File: src/rtl/priv_trap_arbiter_if.sv
`default_nettype none
// ============================================================================
// Module      : priv_trap_arbiter_if
// Description : Pipeline/CSR-facing signal bundle of the trap arbiter.
// Revision    : 1.0 - initial release
// ============================================================================
interface priv_trap_arbiter_if #(
    parameter int XLEN    = 32,
    parameter int NUM_INT = 12,
    parameter int NUM_EXC = 16
);
    logic [NUM_INT-1:0] int_src;
    logic [NUM_INT-1:0] int_clr;
    logic [NUM_INT-1:0] int_en;
    logic               glob_ie;
    logic [NUM_EXC-1:0] exc_src;
    logic [XLEN-1:0]    exc_tval;
    logic [XLEN-1:0]    epc;
    logic               pipe_clear;
    logic               mret;
    logic [XLEN-1:0]    mtvec_base;
    logic               mtvec_mode;
    logic [XLEN-1:0]    mepc_in;

    logic [NUM_INT-1:0] pending;
    logic               intr;
    logic               busy;
    logic               inject;
    logic               restore;
    logic [XLEN-1:0]    next_mcause;
    logic [XLEN-1:0]    next_mepc;
    logic [XLEN-1:0]    next_mtval;
    logic               insert_pc;
    logic [XLEN-1:0]    priv_pc;

    modport master (
        output int_src, int_clr, int_en, glob_ie, exc_src, exc_tval, epc,
               pipe_clear, mret, mtvec_base, mtvec_mode, mepc_in,
        input  pending, intr, busy, inject, restore, next_mcause, next_mepc,
               next_mtval, insert_pc, priv_pc
    );

    modport slave (
        input  int_src, int_clr, int_en, glob_ie, exc_src, exc_tval, epc,
               pipe_clear, mret, mtvec_base, mtvec_mode, mepc_in,
        output pending, intr, busy, inject, restore, next_mcause, next_mepc,
               next_mtval, insert_pc, priv_pc
    );
endinterface
`default_nettype wire

File: src/rtl/priv_trap_arbiter.sv
`default_nettype none
// ============================================================================
// Module      : priv_trap_arbiter
// Description : Interrupt/exception prioritiser and trap FSM. Optional NMI
//               input is enabled by defining PRIV_TRAP_NMI_EN.
// Revision    : 1.0 - initial release
// ============================================================================
module priv_trap_arbiter #(
    parameter int              XLEN       = 32,
    parameter int              NUM_INT    = 12,
    parameter int              NUM_EXC    = 16,
    parameter logic [XLEN-1:0] NMI_VECTOR = '0
) (
    input  wire logic          CLK,
    input  wire logic          RST,
`ifdef PRIV_TRAP_NMI_EN
    input  wire logic          nmi,
`endif
    priv_trap_arbiter_if.slave bus
);
    localparam int IW = (NUM_INT > 1) ? $clog2(NUM_INT) : 1;
    localparam int EW = (NUM_EXC > 1) ? $clog2(NUM_EXC) : 1;

    typedef enum logic [1:0] {
        S_IDLE   = 2'd0,
        S_WAIT   = 2'd1,
        S_COMMIT = 2'd2,
        S_RET    = 2'd3
    } state_t;

    state_t             r_state;
    logic [NUM_INT-1:0] r_pending;
    logic               r_intr, r_busy, r_inject, r_restore, r_insert;
    logic [XLEN-1:0]    r_mcause, r_mepc, r_mtval, r_priv_pc;
    logic               r_cap_irq, r_cap_nmi;

    logic [NUM_INT-1:0] w_int_elig;
    logic               w_int_any, w_exc_any, w_nmi_pend;
    logic [IW-1:0]      w_int_idx;
    logic [EW-1:0]      w_exc_idx;
    logic               w_load, w_new_irq, w_new_nmi;
    logic [XLEN-1:0]    w_new_mcause, w_new_tval;
    logic [XLEN-1:0]    w_cap_mcause, w_cap_epc, w_cap_tval;
    logic               w_cap_irq, w_cap_nmi;
    logic [XLEN-1:0]    w_base, w_trap_pc;
    logic               w_unused;

    assign w_unused = ^bus.mtvec_base[1:0];

`ifdef PRIV_TRAP_NMI_EN
    logic r_nmi_q, r_nmi_pend;
    assign w_nmi_pend = r_nmi_pend;

    // Set on the rising edge; cleared only when the NMI itself commits.
    always_ff @(posedge CLK) begin
        if (RST) begin
            r_nmi_q    <= 1'b0;
            r_nmi_pend <= 1'b0;
        end else begin
            r_nmi_q    <= nmi;
            r_nmi_pend <= (r_nmi_pend & ~((r_state == S_COMMIT) & r_cap_nmi))
                        | (nmi & ~r_nmi_q);
        end
    end
`else
    assign w_nmi_pend = 1'b0;
`endif

    always_comb begin
        w_int_elig = r_pending & bus.int_en & {NUM_INT{bus.glob_ie}};
        w_int_any  = |w_int_elig;
        w_int_idx  = '0;
        for (int i = 0; i < NUM_INT; i++)
            if (w_int_elig[i]) w_int_idx = IW'(i);
        w_exc_any = |bus.exc_src;
        w_exc_idx = '0;
        for (int i = NUM_EXC - 1; i >= 0; i--)
            if (bus.exc_src[i]) w_exc_idx = EW'(i);
    end

    // New capture: IDLE takes the best source, WAIT only upgrades an interrupt.
    always_comb begin
        w_load       = 1'b0;
        w_new_irq    = 1'b0;
        w_new_nmi    = 1'b0;
        w_new_mcause = '0;
        w_new_tval   = '0;
        case (r_state)
            S_IDLE: begin
                if (w_nmi_pend) begin
                    w_load       = 1'b1;
                    w_new_irq    = 1'b1;
                    w_new_nmi    = 1'b1;
                    w_new_mcause = {1'b1, {(XLEN-1){1'b0}}};
                end else if (w_exc_any) begin
                    w_load       = 1'b1;
                    w_new_mcause = XLEN'(w_exc_idx);
                    w_new_tval   = bus.exc_tval;
                end else if (w_int_any) begin
                    w_load       = 1'b1;
                    w_new_irq    = 1'b1;
                    w_new_mcause = {1'b1, (XLEN-1)'(w_int_idx)};
                end
            end
            S_WAIT: begin
                if (w_nmi_pend && r_cap_irq && !r_cap_nmi) begin
                    w_load       = 1'b1;
                    w_new_irq    = 1'b1;
                    w_new_nmi    = 1'b1;
                    w_new_mcause = {1'b1, {(XLEN-1){1'b0}}};
                end else if (w_exc_any && r_cap_irq && !r_cap_nmi) begin
                    w_load       = 1'b1;
                    w_new_mcause = XLEN'(w_exc_idx);
                    w_new_tval   = bus.exc_tval;
                end
            end
            default: ;
        endcase
    end

    assign w_cap_mcause = w_load ? w_new_mcause : r_mcause;
    assign w_cap_epc    = w_load ? bus.epc      : r_mepc;
    assign w_cap_tval   = w_load ? w_new_tval   : r_mtval;
    assign w_cap_irq    = w_load ? w_new_irq    : r_cap_irq;
    assign w_cap_nmi    = w_load ? w_new_nmi    : r_cap_nmi;

    // Shifting the whole mcause left by 2 drops the interrupt flag for free.
    assign w_base    = {bus.mtvec_base[XLEN-1:2], 2'b00};
    assign w_trap_pc = w_cap_nmi ? NMI_VECTOR :
                       (w_cap_irq && bus.mtvec_mode) ? (w_base + {w_cap_mcause[XLEN-3:0], 2'b00}) :
                       w_base;

    always_ff @(posedge CLK) begin
        if (RST) begin
            r_state   <= S_IDLE;
            r_pending <= '0;
            r_intr    <= 1'b0;
            r_busy    <= 1'b0;
            r_inject  <= 1'b0;
            r_restore <= 1'b0;
            r_insert  <= 1'b0;
            r_mcause  <= '0;
            r_mepc    <= '0;
            r_mtval   <= '0;
            r_priv_pc <= '0;
            r_cap_irq <= 1'b0;
            r_cap_nmi <= 1'b0;
        end else begin
            r_pending <= (r_pending | bus.int_src) & ~bus.int_clr;
            r_mcause  <= w_cap_mcause;
            r_mepc    <= w_cap_epc;
            r_mtval   <= w_cap_tval;
            r_cap_irq <= w_cap_irq;
            r_cap_nmi <= w_cap_nmi;
            r_intr    <= 1'b0;
            r_inject  <= 1'b0;
            r_restore <= 1'b0;
            r_insert  <= 1'b0;
            case (r_state)
                S_IDLE: begin
                    if (w_load) begin
                        r_state <= S_WAIT;
                        r_intr  <= 1'b1;
                        r_busy  <= 1'b1;
                    end else if (bus.mret) begin
                        r_state   <= S_RET;
                        r_restore <= 1'b1;
                        r_insert  <= 1'b1;
                        r_priv_pc <= bus.mepc_in;
                        r_busy    <= 1'b1;
                    end
                end
                S_WAIT: begin
                    if (bus.pipe_clear) begin
                        r_state   <= S_COMMIT;
                        r_inject  <= 1'b1;
                        r_insert  <= 1'b1;
                        r_priv_pc <= w_trap_pc;
                    end else begin
                        r_intr <= 1'b1;
                    end
                end
                default: begin
                    r_state <= S_IDLE;
                    r_busy  <= 1'b0;
                end
            endcase
        end
    end

    assign bus.pending     = r_pending;
    assign bus.intr        = r_intr;
    assign bus.busy        = r_busy;
    assign bus.inject      = r_inject;
    assign bus.restore     = r_restore;
    assign bus.next_mcause = r_mcause;
    assign bus.next_mepc   = r_mepc;
    assign bus.next_mtval  = r_mtval;
    assign bus.insert_pc   = r_insert;
    assign bus.priv_pc     = r_priv_pc;
endmodule
`default_nettype wire

File: src/flat_wrapper.sv
// flat-port wrapper written by rule: the top's interface ports become plain ports
module priv_trap_arbiter_flat 
#(
    parameter int              XLEN       = 32,
    parameter int              NUM_INT    = 12,
    parameter int              NUM_EXC    = 16,
    parameter logic [XLEN-1:0] NMI_VECTOR = '0
)
  (CLK, RST, bus_int_src, bus_int_clr, bus_int_en, bus_glob_ie, bus_exc_src, bus_exc_tval, bus_epc, bus_pipe_clear, bus_mret, bus_mtvec_base, bus_mtvec_mode, bus_mepc_in, bus_pending, bus_intr, bus_busy, bus_inject, bus_restore, bus_next_mcause, bus_next_mepc, bus_next_mtval, bus_insert_pc, bus_priv_pc);
  priv_trap_arbiter_if #(.XLEN(XLEN), .NUM_INT(NUM_INT), .NUM_EXC(NUM_EXC)) bus_i ();
  input  wire logic CLK;
  input  wire logic RST;
  input wire logic [$bits(bus_i.int_src)-1:0] bus_int_src;
  input wire logic [$bits(bus_i.int_clr)-1:0] bus_int_clr;
  input wire logic [$bits(bus_i.int_en)-1:0] bus_int_en;
  input wire logic [$bits(bus_i.glob_ie)-1:0] bus_glob_ie;
  input wire logic [$bits(bus_i.exc_src)-1:0] bus_exc_src;
  input wire logic [$bits(bus_i.exc_tval)-1:0] bus_exc_tval;
  input wire logic [$bits(bus_i.epc)-1:0] bus_epc;
  input wire logic [$bits(bus_i.pipe_clear)-1:0] bus_pipe_clear;
  input wire logic [$bits(bus_i.mret)-1:0] bus_mret;
  input wire logic [$bits(bus_i.mtvec_base)-1:0] bus_mtvec_base;
  input wire logic [$bits(bus_i.mtvec_mode)-1:0] bus_mtvec_mode;
  input wire logic [$bits(bus_i.mepc_in)-1:0] bus_mepc_in;
  output wire logic [$bits(bus_i.pending)-1:0] bus_pending;
  output wire logic [$bits(bus_i.intr)-1:0] bus_intr;
  output wire logic [$bits(bus_i.busy)-1:0] bus_busy;
  output wire logic [$bits(bus_i.inject)-1:0] bus_inject;
  output wire logic [$bits(bus_i.restore)-1:0] bus_restore;
  output wire logic [$bits(bus_i.next_mcause)-1:0] bus_next_mcause;
  output wire logic [$bits(bus_i.next_mepc)-1:0] bus_next_mepc;
  output wire logic [$bits(bus_i.next_mtval)-1:0] bus_next_mtval;
  output wire logic [$bits(bus_i.insert_pc)-1:0] bus_insert_pc;
  output wire logic [$bits(bus_i.priv_pc)-1:0] bus_priv_pc;
  assign bus_i.int_src = bus_int_src;
  assign bus_i.int_clr = bus_int_clr;
  assign bus_i.int_en = bus_int_en;
  assign bus_i.glob_ie = bus_glob_ie;
  assign bus_i.exc_src = bus_exc_src;
  assign bus_i.exc_tval = bus_exc_tval;
  assign bus_i.epc = bus_epc;
  assign bus_i.pipe_clear = bus_pipe_clear;
  assign bus_i.mret = bus_mret;
  assign bus_i.mtvec_base = bus_mtvec_base;
  assign bus_i.mtvec_mode = bus_mtvec_mode;
  assign bus_i.mepc_in = bus_mepc_in;
  assign bus_pending = bus_i.pending;
  assign bus_intr = bus_i.intr;
  assign bus_busy = bus_i.busy;
  assign bus_inject = bus_i.inject;
  assign bus_restore = bus_i.restore;
  assign bus_next_mcause = bus_i.next_mcause;
  assign bus_next_mepc = bus_i.next_mepc;
  assign bus_next_mtval = bus_i.next_mtval;
  assign bus_insert_pc = bus_i.insert_pc;
  assign bus_priv_pc = bus_i.priv_pc;
  priv_trap_arbiter #(.XLEN(XLEN), .NUM_INT(NUM_INT), .NUM_EXC(NUM_EXC), .NMI_VECTOR(NMI_VECTOR)) u_core (.CLK(CLK), .RST(RST), .bus(bus_i));
endmodule
File: config.mk
export PLATFORM = sky130hd
export DESIGN_NAME = priv_trap_arbiter_flat
export DESIGN_NICKNAME = d
export VERILOG_FILES = /design/src/rtl/priv_trap_arbiter_if.sv /design/src/rtl/priv_trap_arbiter.sv /design/src/flat_wrapper.sv
export SDC_FILE = /design/constraint.sdc
export NUM_CORES = 1
export LEC_CHECK = 0
export ABC_AREA = 1
export BUFFER_PORTS_ARGS = -buffer_cell sky130_fd_sc_hd__buf_2
export CORE_AREA = 2 2 161 163
export DETAILED_ROUTE_END_ITERATION = 6
export DIE_AREA = 0 0 163 165
export GPL_TIMING_DRIVEN = 0
export PLACE_DENSITY = 0.55
export RECOVER_POWER = 25
export SLEW_MARGIN = 0
export SYNTH_ARGS = -nofsm -noshare
export SYNTH_HDL_FRONTEND = slang
export SYNTH_SLANG_ARGS = --single-unit
export TNS_END_PERCENT = 20
File: constraint.sdc
create_clock -name CLK -period 7.35 [get_ports CLK]
set_clock_uncertainty 0.2 [all_clocks]
set_input_delay 1.47 -clock CLK [delete_from_list [all_inputs] [get_ports CLK]]
set_output_delay 1.47 -clock CLK [all_outputs]
set_load 0.01 [all_outputs]
# Word level (Yosys, flattened, before mapping)
# Cells that the tools add are included.
# op_classes
add_sub_neg	1
eq_ne	5
n_mux	63
bitwise_logic	7
reduce_logical	13
# ops
cell	count
2-to-1 mux 32 bit	9
case mux 32 bit (2 select lines)	3
2-to-1 mux 4 bit	27
AND 12 bit	3
adder 32 bit	1
2-to-1 mux 30 bit	1
OR reduction 16 bit	1
2-to-1 mux 1 bit	15
inverter 12 bit	1
OR 12 bit	1
OR reduction 12 bit	1
case mux 1 bit (2 select lines)	4
2-to-1 mux 2 bit	3
!= test 2 bit, second input constant	3
case mux 2 bit (2 select lines)	1
AND reduction 2 bit	2
AND reduction 4 bit	1
OR reduction 2 bit	2
logical AND 1 bit	3
!= test 3 x 2 -> 1 bit, second input constant	1
equality test 2 x 1 -> 1 bit, second input constant	1
zero test 2 bit	1
inverter 1 bit	2
nonzero test 2 bit	1
zero test 1 bit	1
# word_totals
regBits	149
inputBits	186

# Longest topological paths before layout
# logic_depth
depth_word	24
depth_mapped	34
ltp_nobuf	34

# Worst setup path after synthesis
# OpenSTA, ideal clock, no wires.
# synth_path
path_kind	in2reg
from	input bus_glob_ie
to	register u_core.r_priv_pc[26] (netlist: u_core.bus.priv_pc[26])
setup_ns	0.070
arrival_time_ns	4.060
setup_slack_ns	3.021
path_stages	28
n_path_buf	2
path_cell_list	buf_6 -> nand3_1 -> nand2_1 -> nor2_1 -> nand3_2 -> nand2_4 -> nand2_4 -> inv_4 -> buf_2 -> nand2_1 -> nand3_1 -> ha_1 -> fa_1 -> nand2_1 -> inv_1 -> nand2_1 -> nand3_1 -> nand2_1 -> nand2_1 -> nand3_1 -> nand2_1 -> nand2_1 -> nand2_1 -> nand2_1 -> inv_1 -> o21ai_0 -> nand2_1 -> a21oi_1
# synth_between
elab_chain_len	21
# synth_rtl
item	line	text
start, declared	flat_wrapper.sv:16	input wire logic [$bits(bus_i.glob_ie)-1:0] bus_glob_ie;
AND 12 bit (*)	priv_trap_arbiter.sv:70	w_int_elig = r_pending & bus.int_en & {NUM_INT{bus.glob_ie}};
2-to-1 mux 1 bit	priv_trap_arbiter.sv:74	if (w_int_elig[i]) w_int_idx = IW'(i);
2-to-1 mux 4 bit (10 in series)	priv_trap_arbiter.sv:74	
2-to-1 mux 32 bit	priv_trap_arbiter.sv:99	end else if (w_int_any) begin
2-to-1 mux 32 bit	priv_trap_arbiter.sv:95	end else if (w_exc_any) begin
case mux 32 bit (2 select lines)	priv_trap_arbiter.sv:88	case (r_state)
2-to-1 mux 30 bit (*)	priv_trap_arbiter.sv:121	assign w_cap_mcause = w_load ? w_new_mcause : r_mcause;
named net u_core.w_cap_mcause[0]	priv_trap_arbiter.sv:43	logic [XLEN-1:0] w_cap_mcause, w_cap_epc, w_cap_tval;
adder 32 bit (*)	priv_trap_arbiter.sv:130	(w_cap_irq && bus.mtvec_mode) ? (w_base + {w_cap_mcause[XLEN-3:0], 2'b00}) :
2-to-1 mux 32 bit (*)	priv_trap_arbiter.sv:130	
2-to-1 mux 32 bit (*)	priv_trap_arbiter.sv:129	assign w_trap_pc = w_cap_nmi ? NMI_VECTOR :
2-to-1 mux 32 bit (*)	priv_trap_arbiter.sv:174	if (bus.pipe_clear) begin
case mux 32 bit (2 select lines) (*)	priv_trap_arbiter.sv:159	case (r_state)
end signal, assigned	priv_trap_arbiter.sv:169	r_priv_pc <= bus.mepc_in;
end signal, assigned	priv_trap_arbiter.sv:178	r_priv_pc <= w_trap_pc;
end, declared	priv_trap_arbiter.sv:34	logic [XLEN-1:0] r_mcause, r_mepc, r_mtval, r_priv_pc;
# The timed path passes the listed nets; every way through them passes the cells marked *. The select of a mux whose other input is x is not followed.
# A chain may end at the register's enable or synchronous reset.

# Worst setup path after layout
# layout_path
from	input bus_glob_ie
to	register u_core.r_priv_pc[29] (netlist: u_core.bus.priv_pc[29])
# layout_lines
item	line	text
AND 12 bit	priv_trap_arbiter.sv:70	
OR reduction 12 bit	priv_trap_arbiter.sv:71	w_int_any = |w_int_elig;
2-to-1 mux 1 bit	priv_trap_arbiter.sv:99	
2-to-1 mux 1 bit	priv_trap_arbiter.sv:95	
case mux 1 bit (2 select lines)	priv_trap_arbiter.sv:88	
2-to-1 mux 30 bit	priv_trap_arbiter.sv:121	
named net u_core.w_cap_mcause[6]	priv_trap_arbiter.sv:43	
adder 32 bit	priv_trap_arbiter.sv:130	
2-to-1 mux 32 bit	priv_trap_arbiter.sv:130	
2-to-1 mux 32 bit	priv_trap_arbiter.sv:129	
2-to-1 mux 32 bit	priv_trap_arbiter.sv:174	
case mux 32 bit (2 select lines)	priv_trap_arbiter.sv:159	
# The timed path passes the listed nets, and every way through them passes these cells. The select of a mux whose other input is x is not followed.

==> metrics.txt <==
post-DP HPWL=between 20 and 25 mm; total power density per cell area=~290 mW/mm^2; data arrival time of the critical path=5.45 ns; vias per inst=4.734; max capacitance violation total=0; Floorplan Core Area=about 0.025 mm^2; global-route wire length before repair=45.11 mm; cells taking the most area after synthesis=dfxtp_1, nand2_1, a21oi_1; Syn-to-layout area delta=33.41%; fmax=about 0.19 GHz; number of design-rule violations left by the first detailed-router iteration=370; Placement Rows=58; number of H-tree branching levels=4; vias=8606; most instantiated library cell after synthesis=nand2_1; # port buffers=327; Post-CTS Resized=0; unrepaired setup endpoints after global routing=false; number of flops mapped to enable cells by yosys=0; clock latency on the worst-skew pair=approximately 0.43 ns; Post-route DRC=0; final weighted congestion in routability-driven placement=approximately 0.93; share of Yosys cell area claimed by the top area cell type=between 30% and 40%; type of the worst min-delay path=reg2reg; Clock Root Buffer=clkbuf_16; mean routed wirelength per cell=between 15 and 20 um; type of element launching the critical path=input port; number of top-level pins=approximately 330; count of distinct cell types in the synthesized netlist=42; syn_area_per_cell=slightly below 7 um^2; number of detailed-routing iterations run before antenna repair=5; Crit Path Class=in2reg; final hold viol count=0; cell area after synthesis=about 0.0077 mm^2; run status=complete, no violations; dominant register cell in the synthesized netlist=dfxtp_1; Cells after Synth=1127; sequential-to-total area share from yosys stat=between 30% and 40%; IR drop worst, VDD=0.0001248 V; combined flip-flop and latch cell area=a little under 0.003 mm^2; clock-pin transition on the worst setup and hold timing paths=roughly 0.070 ns; grt ovf=0; kind of end point of the critical path=flip-flop; area occupied by multi-input gates=roughly 0.0041 mm^2; Slew Viols, Final=0; list of most frequent post-synthesis cells=nand2_1, nor2_1, dfxtp_1; Worst slew margin=about half; largest net degree at the start of global routing=19; full die area=0.02690 mm^2; die span in x=~160 um; Seq cells post-synth=between 100 and 150; TNS Setup=0 ns; leak pwr=approximately 5 nW; TritonCTS clock tree=done; number of hold buffers added after CTS=0; number of clock sinks=between 100 and 150; fraction of registers with async set or reset after synthesis=0%; syn_nets=about 1300; initial core utilization=a little under a third; CTS Buf Count=17; final setup fails=0; data required time at the worst endpoint=~7.5 ns; maximum count of clock buffers along a single path=2; period utilization=72.71%; number of global-route vias before repair=8421; number of inserted filler cells in the final layout=~2800; fraction of final layout cells sized beyond drive strength 1=between 20% and 30%; minimum hold slack=roughly 0.26 ns; post-synthesis cell type with the largest combined area=dfxtp_1; antenna violation net count after detailed routing=0; final critical delay including setup and external delays=~5.3 ns; Tightest Pin Transition=~0.77 ns; overall die height=165 um; Final Net Count=~1700; maximum fanout along the worst path=10; GRT Total Usage=a little over a fifth; total length of routed wires=between 20 and 30 mm; setup fix buffers added after clock tree synthesis=0; number of antenna violations at the first check in global routing=2; total of warnings raised by yosys=0
[sequential cells by signal, indices dropped and copies added, names as in the netlist]
| register | count |
|---|---|
| u_core.bus.next_mepc | 32 |
| u_core.bus.next_mtval | 32 |
| u_core.bus.priv_pc | 32 |
| u_core.bus.next_mcause | 31 |
| u_core.bus.pending | 12 |
| u_core.r_state | 2 |
| u_core.bus.busy | 1 |
| u_core.bus.inject | 1 |
| u_core.bus.insert_pc | 1 |
| u_core.bus.intr | 1 |
| u_core.bus.restore | 1 |
| u_core.r_cap_irq | 1 |
| u_core.r_cap_nmi | 1 |
[power by group]
group | leakage [nW] | internal, W | switching, W
clock network | 0.291 | 0.000461 | 0.000432
registers | 1.22 | 0.000970 | 0.0000869
logic | 3.38 | 0.000346 | 0.000696
total | 4.89 | 0.00178 | 0.00122
[final timing paths]
check                                              from                                    end  slack [ns]  depth (start not counted)
setup reg to reg         u_core.r_state[0]$_SDFFE_PP0P_    u_core.bus.priv_pc[29]$_SDFFE_PP0P_        2.78                         19
hold / removal    u_core.bus.next_mcause[22]$_SDFF_PP0_  u_core.bus.next_mcause[22]$_SDFF_PP0_        0.26                          2
setup / recovery                            bus_glob_ie    u_core.bus.priv_pc[29]$_SDFFE_PP0P_        2.01                         21
hold reg to reg   u_core.bus.next_mcause[22]$_SDFF_PP0_  u_core.bus.next_mcause[22]$_SDFF_PP0_        0.26                          2
[metal layers]
layer	wire length, um	GRT usage [%]
met5	16	0
met4	582	6.597
met3	2289	6.781
met2	13950	37.52
met1	12820	26.18
[critical path, cell delays in order]
cell      delay, ns
buf_2          0.12
buf_6          0.14
nand3_1        0.10
nand2_1        0.10
nor2_1         0.06
nand3_1        0.15
nand2_4        0.10
nand2_4        0.11
clkbuf_1       0.41
clkbuf_1       0.60
nor2_1         0.09
ha_1           0.38
nand2_1        0.10
o21ai_0        0.32
a21oi_1        0.18
o21ai_0        0.38
nand2_1        0.16
nand3_1        0.10
nand2_1        0.05
o21ai_1        0.22
a21oi_1        0.10
[metrics by stage]
step / utilization [%] / power [W] / area [um^2] / cells / setup slack, ns
detailed placement: 39.00 / 0.002145 / 9763 / 1784 / 1.594
global placement: 39.00 / 0.002142 / 9763 / 1784 / 1.598
global route: 41.09 / 0.003181 / 10290 / 1817 / 1.665
CTS: 41.40 / 0.003047 / 10370 / 1816 / 2.039
finish: 41.10 / 0.002992 / 10290 / 1818 / 2.006
floorplan: - / 0.001683 / 7714 / 1127 / 3.021
[area by class of cell]
type | count | share of cell area [%]
diodes | 2 | 0.04863
plain buffers | 51 | 2.480
clock buffers | 17 | 4.134
clock inverters | 15 | 1.726
inverters | 97 | 3.562
multi-input cells | 831 | 40.07
flip-flops and latches | 148 | 28.79
well taps | 330 | 4.012
repair buffers | 327 | 15.17
[kinds of logic after synthesis]
logic type | Yosys count | synth area share, %
adder cells (fa/ha/maj) | 31 | 5.126
AND/OR/NAND/NOR | 507 | 27.14
XOR/XNOR | 14 | 1.590
other | 1 | 0.04862
AO/OA/AOI/OAI | 278 | 19.63
buffers and inverters | 148 | 8.062
flip-flops | 148 | 38.41
[layout by cell type (no fill, tap or decap), types with 4 or more instances in the layout]
master and instances:
buf_2 279, nand2_1 233, nor2_1 183, dfxtp_1 148
a21oi_1 138, inv_1 92, clkbuf_1 91, o21ai_0 56
nand3_1 45, o21ai_1 35, ha_1 30, nor3_1 23
o211ai_1 20, clkbuf_16 17, o21a_1 12, xnor2_1 12
nand4_1 6, o21bai_1 6, buf_6 5, clkinv_8 5
nand3_2 4, inv_6 4, inv_8 4
(Power assumes the default switching activity.)
